**config.mk**
```make
export PLATFORM = sky130hd
export DESIGN_NAME = bram_sdp_stream_reader
export DESIGN_NICKNAME = d
export VERILOG_FILES = /design/src/rtl/bram_sdp_stream_reader.sv
export SDC_FILE = /design/constraint.sdc
export NUM_CORES = 1
export LEC_CHECK = 0
export BUFFER_PORTS_ARGS = -buffer_cell sky130_fd_sc_hd__buf_4
export CAP_MARGIN = 20
export CORE_MARGIN = 2
export CORE_UTILIZATION = 40
export CTS_BUF_LIST = sky130_fd_sc_hd__clkbuf_8
export DETAILED_ROUTE_END_ITERATION = 6
export HOLD_SLACK_MARGIN = 0.08
export PLACE_DENSITY = 0.58
export SLEW_MARGIN = 20
export SYNTH_ARGS = -nofsm -noshare
export SYNTH_HDL_FRONTEND = slang
export SYNTH_SLANG_ARGS = --single-unit
export TNS_END_PERCENT = 10
```
**constraint.sdc**
```tcl
create_clock -name CLK -period 3.4 [get_ports CLK]
set_input_delay 0.51 -clock CLK [delete_from_list [all_inputs] [get_ports CLK]]
set_output_delay 0.51 -clock CLK [all_outputs]
set_load 0.01 [all_outputs]
```
**src/rtl/bram_sdp_stream_reader.sv**
```systemverilog
// Burst read sequencer for a simple-dual-port BRAM read port: issues credit-limited reads,
// realigns DO through a latency pipe and re-streams the words as valid/ready with LAST.
module bram_sdp_stream_reader #(
   parameter int ADDR_WIDTH = 9,
   parameter int DATA_WIDTH = 32,
   parameter int RD_LATENCY = 1,
   parameter int FIFO_DEPTH = 4
) (
   input  logic                  CLK,
   input  logic                  RST_N,
   input  logic                  CMD_VALID,
   output logic                  CMD_READY,
   input  logic [ADDR_WIDTH-1:0] CMD_ADDR,
   input  logic [ADDR_WIDTH:0]   CMD_LEN,
   output logic [ADDR_WIDTH-1:0] RDADDR,
   output logic                  RDEN,
   input  logic [DATA_WIDTH-1:0] DO,
   output logic                  M_VALID,
   input  logic                  M_READY,
   output logic [DATA_WIDTH-1:0] M_DATA,
   output logic                  M_LAST,
   output logic                  BUSY
);

   localparam int PW = $clog2(FIFO_DEPTH);
   localparam int CW = $clog2(FIFO_DEPTH + RD_LATENCY + 2) + 1;
   localparam logic [ADDR_WIDTH-1:0] ADDR_ONE = 1;
   localparam logic [ADDR_WIDTH:0]   LEN_ONE  = 1;
   localparam logic [PW-1:0]         PTR_ONE  = 1;
   localparam logic [PW:0]           CNT_ONE  = 1;

   typedef enum logic [1:0] {S_IDLE, S_ISSUE, S_DRAIN} state_t;

   state_t                  state_q, state_d;
   logic                    cmd_ready_q, cmd_ready_d;
   logic [ADDR_WIDTH-1:0]   next_addr_q, next_addr_d;
   logic [ADDR_WIDTH-1:0]   rdaddr_q, rdaddr_d;
   logic [ADDR_WIDTH:0]     rem_q, rem_d;
   logic                    rden_q, rden_d;
   logic                    rdlast_q, rdlast_d;
   logic [RD_LATENCY-1:0]   pipe_vld_q, pipe_vld_d;
   logic [RD_LATENCY-1:0]   pipe_last_q, pipe_last_d;
   logic [DATA_WIDTH-1:0]   fifo_data_q [FIFO_DEPTH];
   logic [DATA_WIDTH-1:0]   fifo_data_d [FIFO_DEPTH];
   logic [FIFO_DEPTH-1:0]   fifo_last_q, fifo_last_d;
   logic [PW-1:0]           wr_ptr_q, wr_ptr_d;
   logic [PW-1:0]           rd_ptr_q, rd_ptr_d;
   logic [PW:0]             count_q, count_d;

   logic                    accept;
   logic                    push;
   logic                    pop;
   logic                    issue;
   logic [CW-1:0]           occupancy;

   // Occupancy counts every word already owed to the FIFO: buffered, on RDEN, and in the pipe.
   always_comb begin
      accept    = CMD_VALID && cmd_ready_q;
      pop       = (count_q != '0) && M_READY;
      push      = pipe_vld_q[RD_LATENCY-1];
      occupancy = CW'(count_q) + CW'(rden_q) + CW'($countones(pipe_vld_q));
      issue     = (state_q == S_ISSUE) && ((occupancy - CW'(pop)) < CW'(FIFO_DEPTH));
   end

   always_comb begin
      state_d     = state_q;
      next_addr_d = next_addr_q;
      rem_d       = rem_q;
      case (state_q)
         S_IDLE: begin
            if (accept) begin
               next_addr_d = CMD_ADDR;
               rem_d       = CMD_LEN;
               if (CMD_LEN != '0) state_d = S_ISSUE;
            end
         end
         S_ISSUE: begin
            if (issue) begin
               next_addr_d = next_addr_q + ADDR_ONE;
               rem_d       = rem_q - LEN_ONE;
               if (rem_q == LEN_ONE) state_d = S_DRAIN;
            end
         end
         S_DRAIN: begin
            if (pop && fifo_last_q[rd_ptr_q]) state_d = S_IDLE;
         end
         default: state_d = S_IDLE;
      endcase
      cmd_ready_d = (state_d == S_IDLE);
      rden_d      = issue;
      rdlast_d    = issue && (rem_q == LEN_ONE);
      rdaddr_d    = issue ? next_addr_q : rdaddr_q;
   end

   // Pipe stage 0 marks the edge that sampled RDEN; the last stage lines up with valid DO.
   always_comb begin
      pipe_vld_d     = '0;
      pipe_last_d    = '0;
      pipe_vld_d[0]  = rden_q;
      pipe_last_d[0] = rdlast_q;
      for (int i = 1; i < RD_LATENCY; i++) begin
         pipe_vld_d[i]  = pipe_vld_q[i-1];
         pipe_last_d[i] = pipe_last_q[i-1];
      end
   end

   always_comb begin
      fifo_data_d = fifo_data_q;
      fifo_last_d = fifo_last_q;
      wr_ptr_d    = wr_ptr_q;
      rd_ptr_d    = rd_ptr_q;
      count_d     = count_q;
      if (push) begin
         fifo_data_d[wr_ptr_q] = DO;
         fifo_last_d[wr_ptr_q] = pipe_last_q[RD_LATENCY-1];
         wr_ptr_d              = wr_ptr_q + PTR_ONE;
      end
      if (pop) rd_ptr_d = rd_ptr_q + PTR_ONE;
      case ({push, pop})
         2'b10:   count_d = count_q + CNT_ONE;
         2'b01:   count_d = count_q - CNT_ONE;
         default: count_d = count_q;
      endcase
   end

   always_ff @(posedge CLK or negedge RST_N) begin
      if (!RST_N) begin
         state_q     <= S_IDLE;
         cmd_ready_q <= 1'b0;
         next_addr_q <= '0;
         rdaddr_q    <= '0;
         rem_q       <= '0;
         rden_q      <= 1'b0;
         rdlast_q    <= 1'b0;
         pipe_vld_q  <= '0;
         pipe_last_q <= '0;
         fifo_data_q <= '{default: '0};
         fifo_last_q <= '0;
         wr_ptr_q    <= '0;
         rd_ptr_q    <= '0;
         count_q     <= '0;
      end else begin
         state_q     <= state_d;
         cmd_ready_q <= cmd_ready_d;
         next_addr_q <= next_addr_d;
         rdaddr_q    <= rdaddr_d;
         rem_q       <= rem_d;
         rden_q      <= rden_d;
         rdlast_q    <= rdlast_d;
         pipe_vld_q  <= pipe_vld_d;
         pipe_last_q <= pipe_last_d;
         fifo_data_q <= fifo_data_d;
         fifo_last_q <= fifo_last_d;
         wr_ptr_q    <= wr_ptr_d;
         rd_ptr_q    <= rd_ptr_d;
         count_q     <= count_d;
      end
   end

   assign CMD_READY = cmd_ready_q;
   assign RDADDR    = rdaddr_q;
   assign RDEN      = rden_q;
   assign M_VALID   = (count_q != '0);
   assign M_DATA    = fifo_data_q[rd_ptr_q];
   assign M_LAST    = M_VALID && fifo_last_q[rd_ptr_q];
   assign BUSY      = (state_q != S_IDLE);

endmodule

```
## Yosys cells after proc, flatten, opt, wreduce, memory -nomap -nowiden

Index checks and enable logic that the tools add are counted.

- Bits of input ports: 55
- Register bits: 174
- Output and inout bits: 46
- Word-level logic and storage cells: 82

- Bitwise logic cells: 2
- Multiplexer cells: 24
- Add/sub/neg operators: 9
- Equality and inequality tests: 7
- $lt $le $gt $ge: 7
- Reductions and logical operators: 16

Operators with widths:

| kind | count |
|---|---|
| bitwise mux 128 bit | 1 |
| 2-to-1 mux 32 bit | 3 |
| binary-select mux 32 bit (select 2 bit) | 1 |
| demux 32 bit (select 2 bit) | 1 |
| 2-to-1 mux 10 bit | 2 |
| case mux 10 bit (2 select lines) | 1 |
| 2-to-1 mux 9 bit | 2 |
| case mux 9 bit (2 select lines) | 1 |
| == test 10 x 1 -> 1 bit, second input constant | 1 |
| 2-to-1 mux 2 bit | 5 |
| nonzero test 10 bit | 1 |
| subtractor 10 x 1 -> 10 bit, second input constant | 1 |
| adder 9 x 1 -> 9 bit, second input constant | 1 |
| logical AND 1 bit | 8 |
| greater-or-equal comparator 3 bit, second input constant | 2 |
| less-than comparator 2 x 3 -> 1 bit, second input constant | 2 |
| NOT 2 -> 3 bit | 2 |
| case mux 2 bit (3 select lines) | 1 |
| case mux 3 bit (2 select lines) | 1 |
| nonzero test 2 bit | 3 |
| adder 2 x 1 -> 2 bit, second input constant | 2 |
| adder 3 x 1 -> 4 bit | 1 |
| adder 4 x 1 -> 4 bit | 1 |
| bitwise mux 4 bit | 1 |
| other kinds (15) | 20 |

## Logic depth before layout (Yosys ltp)

Gate-level depths: netlist of run 1.

- Word-level depth: 8
- Depth in mapped cells: 14
- Mapped depth without buffers: 12

## Worst setup path before layout of run 1

OpenSTA, ideal clock, no wires.

- Kind: reg-to-reg
- From: register count_q[2]
- To: register next_addr_q[0]
- Path slack: 279 ps
- Arrival time: 2985 ps
- Cell stages (with the launch flop): 14
- Clock period less this slack: 3121 ps
- Data required time: 3264 ps
- Buffers on the path: 4
- Setup time: 136 ps
- Cell sequence: dfrtp_1 -> or3_1 -> and2_1 -> clkbuf_1 -> ha_1 -> inv_1 -> ha_1 -> nand3_1 -> and2_1 -> clkbuf_1 -> a21o_1 -> clkbuf_1 -> clkbuf_1 -> a32oi_1

- Cells in the longest elaborated chain, start to end: 7
- Elaborated cells on any way between the ends: 9
- Those cells by class: 3 x add/sub; 1 x order compare; 1 x eq/ne; 4 x reduce/logical

Ends and longest elaborated chain:

| what | RTL line | source |
|---|---|---|
| start: declaration | 48 | `logic [PW:0] count_q, count_d;` |
| start signal: assignment | 156 | `count_q <= count_d;` |
| nonzero test 3 bit | n/a |  |
| net M_VALID | 18 | `output logic M_VALID,` |
| logical AND 1 bit | 59 | `pop = (count_q != '0) && M_READY;` |
| net pop | 52 | `logic pop;` |
| subtractor 4 x 1 -> 4 bit | 62 | `issue = (state_q == S_ISSUE) && ((occupancy - CW'(pop)) < CW'(FIFO_DEPTH));` |
| less-than comparator 4 x 3 -> 1 bit | 62 |  |
| logical AND 1 bit | 62 |  |
| != test 2 bit (no line) | n/a |  |
| AND reduction 3 bit (no line) | n/a |  |
| end signal: assignment | 145 | `next_addr_q <= next_addr_d;` |
| end: declaration | 36 | `logic [ADDR_WIDTH-1:0] next_addr_q, next_addr_d;` |

The timed path passes the listed nets, and every way through them passes these cells.
A chain may end at the register's enable or synchronous reset.

## Worst setup path in the final report of run 1

- From: register count_q[2]
- To: register next_addr_q[7]

- Cells in the longest elaborated chain, start to end: 7
- Elaborated cells on any way between the ends: 9
- Those cells by class: 3 x add/sub; 1 x order compare; 1 x eq/ne; 4 x reduce/logical

Ends and longest elaborated chain:

| what | RTL line |
|---|---|
| adder 3 x 1 -> 4 bit / nonzero test 3 bit (equally long branches) | 61, 59 |
| adder 4 x 1 -> 4 bit / logical AND 1 bit (equally long branches) | 61, 59 |
| subtractor 4 x 1 -> 4 bit (*) | 62 |
| less-than comparator 4 x 3 -> 1 bit (*) | 62 |
| logical AND 1 bit (*) | 62 |
| != test 2 bit (no line) (*) | n/a |
| AND reduction 3 bit (no line) (*) | n/a |

Mark *: on every way between the ends. The rest lies on a longest branch, timed or not.

==> out/metrics.cfg, run 1 <==
[run_status]
status=finished clean

[synthesis]
synth-xor-area-share_pct=1.01
synth_fa_ha_area_share_pct=2.01
yosys.area_share.simple_pct=6.25
synth.cell_area_mm2=0.00784
synth_top_family_by_area=multiplexers
synth_area_leaders=dfrtp_1 (56%), mux2_2 (19%), mux4_2 (9.5%), nand2_1 (2.2%), ha_1 (1.8%)
synth_seq_cells=174
synth_compound_area_share_pct=4.26
synthCells=562
synthArstFlopShare_pct=100
synth_ff_type=dfrtp_1
synth_mux_area_share_pct=28.6
ys_types=44
synth-seq-area-share_pct=55.5
synth_edf_count=0
synth_nets=629
synth_top_cell_by_area=dfrtp_1
yosysTopAreaCellShare_pct=55.5
syn_area_per_cell_um2=14.0
synth_warnings=0

[setup_path]
path_cells=or3_1, and2_1, ha_4, inv_1, ha_1, nand3_1, and2_1, a21o_1, buf_4, or4_1, a31oi_1
crit_top_cell=and2_1
slowest_delay_ns=0.50
cp-start-kind=register
rr_worst_depth=11
cp_slowest_cell=or4_1
worstSetupEndpointType=register
criticalPathCategory=register to register
cp.arrival_ns=3.63
worstPathMaxFanout=19
r2r_setup_slack_ns=0.15
rr_startpoint=count_q[2]
worstReg2RegEnd=next_addr_q[7]
critPathRequiredTime_ns=3.77

[clock_tree]
cts_tree=done
clk_latency_ns=0.45
clkTransAtPathRegs_ns=0.09
post_cts_buffers=0
clockRootBuffer=clkbuf_8
cts.sinks=174
numCtsBuffers=17
cts.path.max_buffers=2
cts-htree-levels=4
cts_hold_buf=0

[route]
ant_nets=0
wl_per_cell_um=18.0
wirelength_um=16800
first_pass_iters=5
via_count=4923
via_per_inst=5.26
drt_iter0_markers=264
drcViolationCount=0

[floorplan]
die_y_um=144
core-area_mm2=0.0193
num_rows=51
pin_count=101
initial_core_util_pct=40.6
dieArea_mm2=0.0207
fp.dieW_um=144

[timing]
maxSlewHeadroom_pct=29.0
final.period_utilization_pct=95.6
fin_skew_ns=0.0106
fmax_mhz=308
rsz0062_at_grt=no
worst_slew_pin_slew_ns=1.06
setup_tns_ns=0
post-route-min-period_ns=3.25
slew_viol_final=0
finalSetupViolCount=0
whs_ns=0.0845
fin_ws_ns=0.149
finalHoldViolations=0

[pwr]
p_comb_share_pct=46.8
swShare_pct=34.6
p_sw_mw=3.42
p_per_area_mw_per_mm2=1060
pwr-share-clk_pct=14.7
seqPwrFrac_pct=38.5
p_int_mw=6.46
power.static_leakage_nw=4.04
ir_drop_uv=411

[grt]
grt_overflow=0
grt_max_degree=76
track_usage_pct=17.3
antenna_found_initial=0
grt_pass1_wl_um=27200
grt_pass1_vias=5316

[finish]
layout_commonest_cell=dfrtp_1
mostFrequentLayoutCells=dfrtp_1 (172), mux2_2 (132), buf_4 (106)
final_net_count=726
antenna_cells=0
final_area_mm2=0.00932
area_delta_synth_final_pct=18.8
drive_gt1_share_pct=45.9
fill_cells=1739

[placed_design]
place_ws_ns=0.148
gp_congestion=0.837
portBuffers=100
hpwl_um=11200
post_dp_cell_area_mm2=0.00891

[job]
max_cap_viol_count=0

[hold_path]
hold_path_class=primary input to asynchronous set/reset pin

## flip-flops by register name, indices dropped and copies added (netlist names), 3 cells and up
register and cells:
RDADDR 9, next_addr_q 9, count_q 3, fifo_data_q 128, fifo_last_q 4, rem_q 10
## repair_timing
action	CTS	global route
setup endpoints to repair	0	17
endpoints found under the hold margin	0	0
resized for setup	0	2
## metal layers
layer	global-route usage, %	up-vias	part of all wire [%]
li1	-	2247	-
met1	22.0	2540	45
met2	29.2	112	50
met3	3.87	24	4.0
met4	5.93	0	1.6
met5	0	-	0
## cell type report
type | count | area (um2) | area share (%)
multi-input cells | 341 | 3320 | 35.7
clock buffers | 19 | 262 | 2.81
flip-flops and latches | 174 | 4360 | 46.8
repair buffers | 109 | 847 | 9.09
clock inverters | 12 | 133 | 1.42
well taps | 265 | 332 | 3.56
inverters | 16 | 63.8 | 0.685
## power groups by stage
stage               Clock (mW)  Combinational [mW]  Sequential (mW)
floorplan                    0                3.23             3.55
global placement             0                4.54             3.77
detailed placement           0                4.68             3.85
CTS                       1.49                4.69             3.81
global route              1.59                5.06             3.95
finish                    1.45                4.63             3.80
## worst max-delay path: cells and delay by family (launching register included)
| family | cells | cell delay (ns) |
|---|---|---|
| buf+inv | 2 | 0.25 |
| fa+ha+maj | 2 | 0.58 |
| compound gates | 2 | 0.40 |
| flops | 1 | 0.45 |
| simple gates | 5 | 1.47 |
## per-stage QoR
stage               power (mW)  cells  utilization [%]
floorplan                 6.78    562                -
global route              10.6    936             48.2
detailed placement        8.53    905             46.1
CTS                       9.99    936             48.1
global placement          8.31    905             46.1
finish                    9.88    936             48.2
## synth_stat cells, drive strengths merged (3+ instances only)
cell,number
dfrtp,174
mux2,132
nand2,47
mux4,33
buf,19
nor2,18
inv,15
clkbuf,12
ha,11
a21oi,9
nand3,9
o21ai,9
nor3,6
or3,6
xnor2,6
a31oi,5
a221o,4
and2,4
nor4,4
o22ai,4
o311ai,4
a211oi,3
a32oi,3
xor2,3
## cells by family (layout without fill, tap and decap cells)
kind of cell,Yosys count,count (layout)
multiplexers,166,166
flip-flops,174,174
XOR/XNOR,9,9
AND/OR/NAND/NOR,105,105
buffers and inverters,47,156
AO/OA/AOI/OAI,49,49
adder cells (fa/ha/maj),12,12
## how the worst max path moves through the flow
stage                           to  slack, ns        from
floorplan           next_addr_q[0]       0.28  count_q[2]
global placement    next_addr_q[7]       0.27  count_q[2]
detailed placement      state_q[0]       0.15  count_q[2]
CTS                     state_q[0]       0.07  count_q[2]
global route              rem_q[7]      0.006  count_q[2]
finish              next_addr_q[7]       0.15  count_q[2]
(Power assumes the default switching activity.)
==> run 2, diff against run 1 <==
RECOVER_POWER = 50   (was not set)
==> run 2 against run 1 <==
  * The run now ends with max-capacitance violations, max-slew violations left
  * Total power shrank 0.53%
  * Clock-buffer cell count unchanged
  * Sequential power hardly changed
  * Critical endpoint unchanged
  * Combinational power down 1%
  * Clock power about the same
  * Non-clock buffer count unchanged
  * First-iteration DRC count is 17% lower
  * Fmax about the same
  * Global-route usage is the same
  * Design area fell by 0.81%
  * Setup slack lost 0.00072 ns
  * Critical path type unchanged
  * Highest routed layer unchanged
==> out/metrics.cfg, run 2 (synthesized netlist as in run 1, its figures left out) <==
[finish]
final_util_pct=47.8  ; was 48.2%
layout_commonest_cell=dfrtp_1  ; unchanged
drive_gt1_share_pct=43.8  ; was 45.9%
area_delta_synth_final_pct=17.8  ; was 18.8%
largest-register=fifo_data_q  ; unchanged
final_area_mm2=0.00924  ; was 0.00932 mm2
largest_register_ffs=128  ; unchanged
antenna_cells=0  ; unchanged
top_regs=fifo_data_q x128, rem_q x10  ; unchanged
final_net_count=726  ; unchanged
mostFrequentLayoutCells=dfrtp_1 (172), mux2_2 (132), buf_4 (92)  ; was dfrtp_1 (172), mux2_2 (132), buf_4 (106)
layout.cells.non_filler=936  ; unchanged

[timing]
finalHoldViolations=0  ; unchanged
final.period_utilization_pct=95.7  ; was 95.6%
worst_slew_pin_slew_ns=1.89  ; was 1.06 ns
slew_viol_final=110  ; was 0
whs_ns=0.258  ; was 0.0845 ns
rsz0062_at_grt=no  ; unchanged
finalSetupViolCount=0  ; unchanged
setup_tns_ns=0  ; unchanged
maxSlewHeadroom_pct=-25.7  ; was 29.0%
fin_ws_ns=0.148  ; was 0.149 ns
post-route-min-period_ns=3.25  ; about the same
fin_skew_ns=0.0116  ; was 0.0106 ns
fmax_mhz=307  ; was 308 MHz

[floorplan]
fp.dieW_um=144  ; unchanged
num_rows=51  ; unchanged
dieArea_mm2=0.0207  ; unchanged
core-area_mm2=0.0193  ; unchanged
initial_core_util_pct=40.6  ; unchanged
pin_count=101  ; unchanged
die_y_um=144  ; unchanged

[hold_path]
hold_depth=3
holdPathEnd=next_addr_q[3]
hold_start=CMD_ADDR[3]
hold_path_class=primary input to register  ; was primary input to asynchronous set/reset pin

[clock_tree]
cts.path.max_buffers=2  ; unchanged
cts_tree=done  ; unchanged
cts.sinks=174  ; unchanged
clkTransAtPathRegs_ns=0.09  ; about the same
clockRootBuffer=clkbuf_8  ; unchanged
clk_latency_ns=0.45  ; about the same
cts-htree-levels=4  ; unchanged
numCtsBuffers=17  ; unchanged

[route]
wirelength_um=16900  ; was 16800 um
first_pass_iters=5  ; unchanged
drt_iter0_markers=218  ; was 264
via_per_inst=5.31  ; was 5.26
wl_per_cell_um=18.1  ; was 18.0 um
via_count=4969  ; was 4923
drcViolationCount=0  ; unchanged
ant_nets=0  ; unchanged

[pwr]
power.static_leakage_nw=3.98  ; was 4.04 nW
ir_drop_uv=374  ; was 411 uV
power.total_mw=9.83  ; was 9.88 mW
p_per_area_mw_per_mm2=1060  ; about the same

[setup_path]
path_depth=11  ; unchanged
crit_top_cell=and2_1  ; unchanged
cp-start-kind=register  ; unchanged
path_cells=or3_1, and2_1, ha_4, inv_1, ha_1, nand3_1, and2_1, a21o_1, buf_4, or4_1, a31oi_1  ; unchanged
rr_worst_depth=11  ; unchanged
criticalPathCategory=register to register  ; unchanged
cp_top_family=simple AND/OR/NAND/NOR gates  ; unchanged
slowest_delay_ns=0.50  ; about the same
worstSetupEndpointType=register  ; unchanged
worstReg2RegEnd=next_addr_q[7]  ; unchanged
critPathRequiredTime_ns=3.77  ; about the same
cp.arrival_ns=3.62  ; was 3.63 ns
crit_path_start=count_q[2]  ; unchanged
r2r_setup_slack_ns=0.15  ; about the same
rr_startpoint=count_q[2]  ; unchanged
cp_slowest_cell=or4_1  ; unchanged
worstPathMaxFanout=19  ; unchanged
cp_num_buf_inv=2  ; unchanged

[grt]
antenna_found_initial=0  ; unchanged
grt_overflow=0  ; unchanged
track_usage_pct=17.3  ; unchanged
grt_pass1_wl_um=27200  ; unchanged
grt_pass1_vias=5316  ; unchanged
grt_max_degree=76  ; unchanged

[placed_design]
portBuffers=100  ; unchanged
place_inst=905  ; unchanged
post_dp_cell_area_mm2=0.00891  ; unchanged
place_ws_ns=0.148  ; unchanged
hpwl_um=11200  ; unchanged
gp_congestion=0.837  ; unchanged

[run_status]
status=complete, but fails checks  ; was finished clean
violations=max-capacitance violations, max-slew violations

[job]
max_cap_viol_count=2  ; was 0

[run 2: cell count changes in the layout (fill, tap and decap cells not counted), sizes merged]
cell	before	now
buf	109	93
clkbuf	19	35
[run 2: per-layer routing]
layer  wire length [um]  vias up  track usage, %
li1                   -     2247               -
met1               7510     2579            22.0
met2               8440      119            29.2
met3                686       24            3.87
met4                268        0            5.93
met5                  0        -               0
[run 2: worst min-delay path, delay by kind of cell]
kind	cells	cell delay (ns)
buffers and inverters	1	0.08
and+or+nand+nor	1	0.03
AOI/OAI and AO/OA	1	0.05
[run 2: layout make-up]
cell class,instances,area [um2]
fill,1743,10100
clock inverter,12,133
sequential,174,4360
clock buffer,19,262
timing repair buffer,109,774
inverter,16,63.8
multi-input combinational,341,3320
tap,265,332
[run 2: where the power goes]
| part | internal, mW | total, mW | switching, mW |
|---|---|---|---|
| logic | 2.56 | 4.57 | 2.01 |
| registers | 3.10 | 3.80 | 0.699 |
| clock network | 0.745 | 1.45 | 0.706 |
[run 2: what timing repair did]
item                                   4_1_cts  5_1_grt
resized for setup                            0        2
setup endpoints to repair                    0       17
hold buffers                                 0        0
endpoints found under the hold margin        0        0
buffers inserted                             0        0
[run 2: worst max path at each step]
| stage | to | slack (ns) |
|---|---|---|
| floorplan | next_addr_q[0] | 0.28 |
| finish | next_addr_q[7] | 0.15 |
| global route | rem_q[7] | 0.006 |
| CTS | state_q[0] | 0.07 |
| detailed placement | state_q[0] | 0.15 |
| global placement | next_addr_q[7] | 0.27 |
